`config.mk`:
```
export PLATFORM = sky130hd
export DESIGN_NAME = mioc_flop_seq
export DESIGN_NICKNAME = d
export VERILOG_FILES = /design/src/rtl/mioc_flop_seq.sv
export SDC_FILE = /design/constraint.sdc
export NUM_CORES = 1
export LEC_CHECK = 0
export BUFFER_PORTS_ARGS = -buffer_cell sky130_fd_sc_hd__buf_2
export CAP_MARGIN = 20
export CORE_AREA = 2 2 65 67
export CTS_CLUSTER_SIZE = 8
export DETAILED_ROUTE_END_ITERATION = 10
export DIE_AREA = 0 0 67 69
export PLACE_DENSITY = 0.67
export SETUP_SLACK_MARGIN = 0.1
export SLEW_MARGIN = 15
export SYNTH_ARGS = -nofsm -noshare
export SYNTH_HDL_FRONTEND = slang
export SYNTH_SLANG_ARGS = --single-unit
```
`constraint.sdc`:
```
create_clock -name clk -period 2 [get_ports clk]
set_input_delay 0.2 -clock clk [delete_from_list [all_inputs] [get_ports clk]]
set_output_delay 0.2 -clock clk [all_outputs]
set_load 0.02 [all_outputs]
```
`src/rtl/mioc_flop_seq.sv`:
```
// mioc_flop_seq: command sequencer in front of the MIOC open-drain SR flop.
// Turns single-cycle SET/CLR/READ commands into registered, width-controlled
// strobes, waits for the flop to settle, then reports synchronized q with a
// status code. All strobe outputs come straight from flops.
module mioc_flop_seq #(
  parameter int PW   = 2,  // strobe width in clocks, 1..255
  parameter int GAP  = 2,  // settle clocks after strobe release, 0..255
  parameter int SYNC = 2   // q/qbar synchronizer depth, 2..4
) (
  input  logic       clk,
  input  logic       rst_n,
  input  logic       cmd_valid,
  output logic       cmd_ready,
  input  logic [1:0] cmd_op,
  output logic       rsp_valid,
  input  logic       rsp_ready,
  output logic       rsp_q,
  output logic [1:0] rsp_err,
  output logic [7:0] err_cnt,
  output logic       fl_in1,
  output logic       fl_in2,
  output logic       fl_in3,
  output logic       fl_in4,
  input  logic       fl_q,
  input  logic       fl_qbar
);

  localparam logic [1:0] S_IDLE   = 2'd0;
  localparam logic [1:0] S_PULSE  = 2'd1;
  localparam logic [1:0] S_SETTLE = 2'd2;
  localparam logic [1:0] S_RESP   = 2'd3;

  localparam logic [1:0] OP_READ = 2'b00;
  localparam logic [1:0] OP_SET  = 2'b01;
  localparam logic [1:0] OP_CLRP = 2'b10;
  localparam logic [1:0] OP_CLRN = 2'b11;

  // Phase lengths as loaded into the 8-bit counter; settle is clamped so a
  // very large GAP cannot wrap the counter.
  localparam int         SETTLE_RAW = GAP + SYNC;
  localparam logic [7:0] SETTLE_LEN = (SETTLE_RAW > 255) ? 8'd255 : 8'(SETTLE_RAW);
  localparam logic [7:0] PW_LEN     = 8'(PW);

  logic [1:0]      state, state_n;
  logic [7:0]      cnt, cnt_n;
  logic [1:0]      op, op_n;
  logic            cap;
  logic [SYNC-1:0] q_sync, qb_sync;
  logic            qs, qbs;
  logic [1:0]      err_n;
  logic            pulse_n;

  assign cmd_ready = (state == S_IDLE);
  assign rsp_valid = (state == S_RESP);

  assign qs  = q_sync[SYNC-1];
  assign qbs = qb_sync[SYNC-1];

  // Shift q/qbar through the synchronizer chain.
  always_ff @(posedge clk or negedge rst_n) begin
    if (!rst_n) begin
      q_sync  <= '0;
      qb_sync <= '0;
    end else begin
      q_sync  <= {q_sync[SYNC-2:0], fl_q};
      qb_sync <= {qb_sync[SYNC-2:0], fl_qbar};
    end
  end

  // Next-state / phase-counter logic; the counter holds remaining cycles.
  always_comb begin
    state_n = state;
    cnt_n   = cnt;
    op_n    = op;
    cap     = 1'b0;
    case (state)
      S_IDLE: begin
        if (cmd_valid) begin
          op_n = cmd_op;
          if (cmd_op == OP_READ) begin
            state_n = S_SETTLE;
            cnt_n   = SETTLE_LEN;
          end else begin
            state_n = S_PULSE;
            cnt_n   = PW_LEN;
          end
        end
      end
      S_PULSE: begin
        if (cnt == 8'd1) begin
          state_n = S_SETTLE;
          cnt_n   = SETTLE_LEN;
        end else begin
          cnt_n = cnt - 8'd1;
        end
      end
      S_SETTLE: begin
        if (cnt == 8'd1) begin
          state_n = S_RESP;
          cnt_n   = 8'd0;
          cap     = 1'b1;
        end else begin
          cnt_n = cnt - 8'd1;
        end
      end
      default: begin
        cnt_n = 8'd0;
        if (rsp_ready) state_n = S_IDLE;
      end
    endcase
  end

  // Status of the synchronized feedback: invalid beats mismatch, READ never mismatches.
  always_comb begin
    err_n = 2'b00;
    if (qs == qbs)
      err_n = 2'b10;
    else if (op != OP_READ && qs != (op == OP_SET))
      err_n = 2'b01;
  end

  assign pulse_n = (state_n == S_PULSE);

  // FSM state, latched op and phase counter.
  always_ff @(posedge clk or negedge rst_n) begin
    if (!rst_n) begin
      state <= S_IDLE;
      cnt   <= 8'd0;
      op    <= OP_READ;
    end else begin
      state <= state_n;
      cnt   <= cnt_n;
      op    <= op_n;
    end
  end

  // Response capture at the last settle edge, with saturating error count.
  always_ff @(posedge clk or negedge rst_n) begin
    if (!rst_n) begin
      rsp_q   <= 1'b0;
      rsp_err <= 2'b00;
      err_cnt <= 8'd0;
    end else if (cap) begin
      rsp_q   <= qs;
      rsp_err <= err_n;
      if (err_n != 2'b00 && err_cnt != 8'hff)
        err_cnt <= err_cnt + 8'd1;
    end
  end

  // Strobes registered from next state so only one is ever active;
  // fl_in2/fl_in3 share one condition so they stay complementary.
  always_ff @(posedge clk or negedge rst_n) begin
    if (!rst_n) begin
      fl_in1 <= 1'b0;
      fl_in2 <= 1'b1;
      fl_in3 <= 1'b0;
      fl_in4 <= 1'b0;
    end else begin
      fl_in1 <= pulse_n && (op_n == OP_CLRP);
      fl_in4 <= pulse_n && (op_n == OP_SET);
      fl_in2 <= !(pulse_n && (op_n == OP_CLRN));
      fl_in3 <= pulse_n && (op_n == OP_CLRN);
    end
  end

endmodule

```
# ---- Word level (Yosys, flattened, before mapping)
# Index checks and enable logic that the tools add are counted.
dict set report totals {
  regBits 31
}
dict set report op_classes {
  n_addsub 2
  n_eq_ne 13
  mux 17
  reduce_logical 11
}
# operator n
set op_table {}
lappend op_table {{two-way mux 8 bit} 3}
lappend op_table {{one-hot mux 8 bit (3 select lines)} 1}
lappend op_table {{two-way mux 2 bit} 8}
lappend op_table {{adder 8 x 1 -> 8 bit, second input constant} 1}
lappend op_table {{equality test 2 x 1 -> 1 bit, second input constant} 4}
lappend op_table {{equality test 2 bit, second input constant} 4}
lappend op_table {{equality test 8 x 1 -> 1 bit, second input constant} 1}
lappend op_table {{!= test 8 bit, second input constant} 1}
lappend op_table {{subtractor 8 x 1 -> 8 bit, second input constant} 1}
lappend op_table {{one-hot mux 2 bit (3 select lines)} 1}
lappend op_table {{logical AND 1 bit} 5}
lappend op_table {{logical NOT 2 bit} 2}
lappend op_table {{nonzero test 2 bit} 2}
lappend op_table {{two-way mux 1 bit} 3}
lappend op_table {{two-way mux 3 bit} 1}
lappend op_table {{!= test 2 bit, second input constant} 1}
lappend op_table {{AND reduction 2 bit} 1}
lappend op_table {{equality test 1 bit} 1}
lappend op_table {{logical NOT 1 bit} 1}
lappend op_table {{!= test 1 bit} 1}

# ---- Depth between registers and ports, before layout
dict set report logic_depth {
  depth_word 8
  mapped_depth 7
  mapped_depth_nobuf 7
}

# ---- Worst setup path before layout
# No wires, ideal clock.
dict set report synth_timing {
  path_type {register to register}
  start {reg cnt[2]}
  end {reg err_cnt[4]}
  arrival_ps 1879
  required_time_ps 1870
  slack_ps -9
  stages_incl_launch_ff 6
  n_path_buf 0
  cell_sequence {dfrtp_1 -> or4_4 -> nor4_4 -> o211a_1 -> nand4_1 -> xnor2_1}
}
dict set report synth_between {
  elab_chain_len 4
}
# element line_no
set synth_lines {}
lappend synth_lines {{from (decl)} 45} ;# logic [7:0] cnt, cnt_n;
lappend synth_lines {{from (signal assigned)} 132} ;# cnt <= cnt_n;
lappend synth_lines {{equality test 8 x 1 -> 1 bit} 98} ;# if (cnt == 8'd1) begin
lappend synth_lines {{two-way mux 1 bit} 98}
lappend synth_lines {{two-way mux 1 bit} 76} ;# case (state)
lappend synth_lines {{AND reduction 2 bit (no source line)} -}
lappend synth_lines {{to (signal assigned)} 147} ;# err_cnt <= err_cnt + 8'd1;
lappend synth_lines {{to (decl)} 19} ;# output logic [7:0] err_cnt,
# Every way passes these cells.
# A chain may end at the register's enable or synchronous reset.

# ---- Final worst setup path
dict set report layout_timing {
  start {reg cnt[2]}
  end {reg err_cnt[5]}
}
# The elaborated chain is that of the path after synthesis.

==> results.json <==
{
  "area_delta_synth_final_pct": 24.39,
  "worstPathMaxFanout": 5,
  "numClockSinks": 31,
  "dominantRegCellSynth": "dfrtp_1",
  "end_kind": "flip-flop",
  "synth_seq_area_share_pct": 51.88,
  "tritoncts": "done",
  "timing.clock.skew_ns": 0.004234,
  "syn-cell-area_sq_um": 1498,
  "synth_top_area_share_pct": 50.13,
  "p_leak_nw": 0.9149,
  "path_class": "flip-flop to flip-flop",
  "rows": 23,
  "final.period_utilization_pct": 94.02,
  "ios": 25,
  "synth_cell_type_count": 39,
  "wl_um": 2860,
  "tritoncts.num_buffers": 5,
  "ys_top_cells_by_area": "dfrtp_1 (50%), nand2_1 (4.3%), nand2b_1 (3.8%)",
  "cts_root_buffer": "clkbuf_8",
  "postRouteAntennaNets": 0,
  "tightestPinTransition_ns": 0.6616,
  "grt.overflow.total": 0,
  "final_layout_size_suffix_gt1_share_pct": 27.42,
  "cts.reportedPaths.clkPinSlew_ns": 0.06,
  "slew_viol_final": 0,
  "grt_first_pass_wirelength_um": 4788,
  "data_arrival_critical_path_ns": 2.08,
  "diodes": 0,
  "setup_viol": 0,
  "count_of_state_elements_after_synthesis": 31,
  "place.port_buffers": 24,
  "outcome": "finished, final reports clean",
  "dr_iter_0_viols": 41,
  "post_synth_inst_count": 147,
  "hpwl_um": 2099,
  "setup_ws_ns": 0.1196,
  "hold_class": "input port to flip-flop",
  "place_congestion": 0.8012,
  "cap_viol_max_count": 0,
  "max_freq_mhz": 531.8,
  "timing.final.crit_period_ns": 1.880,
  "grt_setup_unrepaired": "true",
  "timing.critical_path.from_type": "flip-flop",
  "synth_largest_area_cell": "dfrtp_1",
  "grt_antenna_before_repair": 0,
  "nFillCells": 396,
  "worstSkewPairLatency_ns": 0.28,
  "htreeDepth": 2,
  "synthesis.yosys.warnings": 0,
  "grtUsageTotal_pct": 13.74,
  "die-area_sq_um": 4623,
  "start_util_pct": 38.27,
  "synth-edff-count": 0,
  "max-vdd-ir-drop_mv": 0.5805,
  "route.vias.total": 1187,
  "die_w_um": 67,
  "worst_hold_margin_ns": 0.02491,
  "detailedRoute.firstPassIterationCount": 4,
  "ys_async_sr_fraction_pct": 100.0,
  "ff2ff_setup_slack_ns": 0.12,
  "power-per-cell-area_nw_per_um2": 1387,
  "relSlewSlack_pct": 55.89,
  "totalNegativeSetupSlack_ns": 0,
  "grt_max_degree": 32,
  "final-hold-violation-count": 0,
  "die_h_um": 69,
  "coreArea_sq_um": 3914,
  "syn-mean-instance-area_sq_um": 10.19,
  "average_detailed_routed_wire_length_per_instance_um": 12.12,
  "postSynthNetCount": 158,
  "critical_path_required_ns": 2.20,
  "final_nets": 197,
  "place_worst_setup_slack_ns": 0.1003,
  "via_count_of_the_first_global_routing_pass": 1059,
  "avgViaCountPerCell": 5.030,
  "max-clock-path-buffers": 2,
  "drc": 0
}
-- worst paths after layout --
check / startpoint / endpoint / cells after the start
hold reg to reg: q_sync[0] / q_sync[1] / 0
min in group asynchronous: rst_n / err_cnt[1] / 2
max in group asynchronous: rst_n / qb_sync[0] / 2
setup reg to reg: cnt[2] / err_cnt[5] / 6
setup / recovery: cnt[2] / err_cnt[5] / 6
hold / removal: fl_q / q_sync[0] / 1
-- area by class of cell --
type / instances / area (sq um) / area share, %
multi-input cells: 108 / 715.7 / 38.41
inverters: 6 / 22.52 / 1.209
repair buffers: 34 / 197.7 / 10.61
clock buffers: 6 / 82.58 / 4.432
clock inverters: 1 / 5.005 / 0.2686
well taps: 50 / 62.56 / 3.358
flip-flops and latches: 31 / 777.0 / 41.71
-- cell usage after synthesis (3+ instances only) --
master and n:
nand3_1 5, inv_1 6, nand2_1 17, o21ai_1 3, xnor2_1 4, dfrtp_1 30, ha_1 3, o21ai_0 10
xor2_1 5, nor2_1 12, nor3_1 5, nand2b_1 9
-- layer usage --
layer  up-vias  share of wire (%)  GRT usage (%)
met5         -                  0              0
met4         0                2.2          7.483
met3         5                5.2          3.915
met2        33                 47          20.57
met1       563                 46          17.57
li1        586                  -              -
-- where the power goes --
| group | leakage [nW] | internal, W | total [W] | switching (W) |
|---|---|---|---|---|
| registers | 0.401 | 0.000790 | 0.000901 | 0.000111 |
| logic | 0.466 | 0.000514 | 0.00119 | 0.000679 |
| clock network | 0.0470 | 0.000269 | 0.000491 | 0.000222 |
| total | 0.915 | 0.00157 | 0.00258 | 0.00101 |
-- through the flow --
stage	total power, W	area (sq um)	std cells	utilization (%)
final	0.002585	1863	236	47.60
after CTS	0.002583	1829	233	46.74
after floorplan	0.001749	1506	147	-
after global routing	0.002799	1863	236	47.60
after detailed placement	0.002072	1727	225	44.12
after global placement	0.002057	1727	225	44.12
-- worst max-delay path: stages, from the launching register on --
cell and delay [ns]:
dfrtp_1 0.38, or4_4 0.60, nor4_4 0.23, buf_4 0.18
o211ai_4 0.09, nor3_2 0.16, xor2_1 0.17
-- registers in the layout (all words and copies together) (netlist names) --
register	cells
cnt	8
err_cnt	8
fl_in1	1
fl_in2	1
fl_in3	1
fl_in4	1
op	2
q_sync	2
qb_sync	2
rsp_err	2
rsp_q	1
state	2
-- layout by cell type (no fill, tap or decap), drive strengths merged, types with 4 or more instances in the layout --
master / n
buf: 33
clkbuf: 6
dfrtp: 30
inv: 6
nand2: 17
nand2b: 9
nand3: 5
nor2: 12
nor3: 7
o21ai: 13
xnor2: 4
xor2: 5
-- cells by family (layout without fill, tap and decap cells) --
family	count (synthesis)	in the layout	synth area share, %
multiplexers	4	4	2.924
flip-flops	31	31	51.88
adder cells (fa/ha/maj)	3	3	2.507
buffers and inverters	8	47	2.005
AO/OA/AOI/OAI	28	28	12.36
XOR/XNOR	9	9	5.263
AND/OR/NAND/NOR	64	64	23.06
-- repair_timing --
action,in CTS,in global routing
hold endpoints to repair,30,0
hold buffers,1,0
pin swaps,0,4
setup endpoints to repair,1,12
buffers inserted,0,3
resized for setup,1,2
Note: power is estimated with default switching activity, not from simulation.
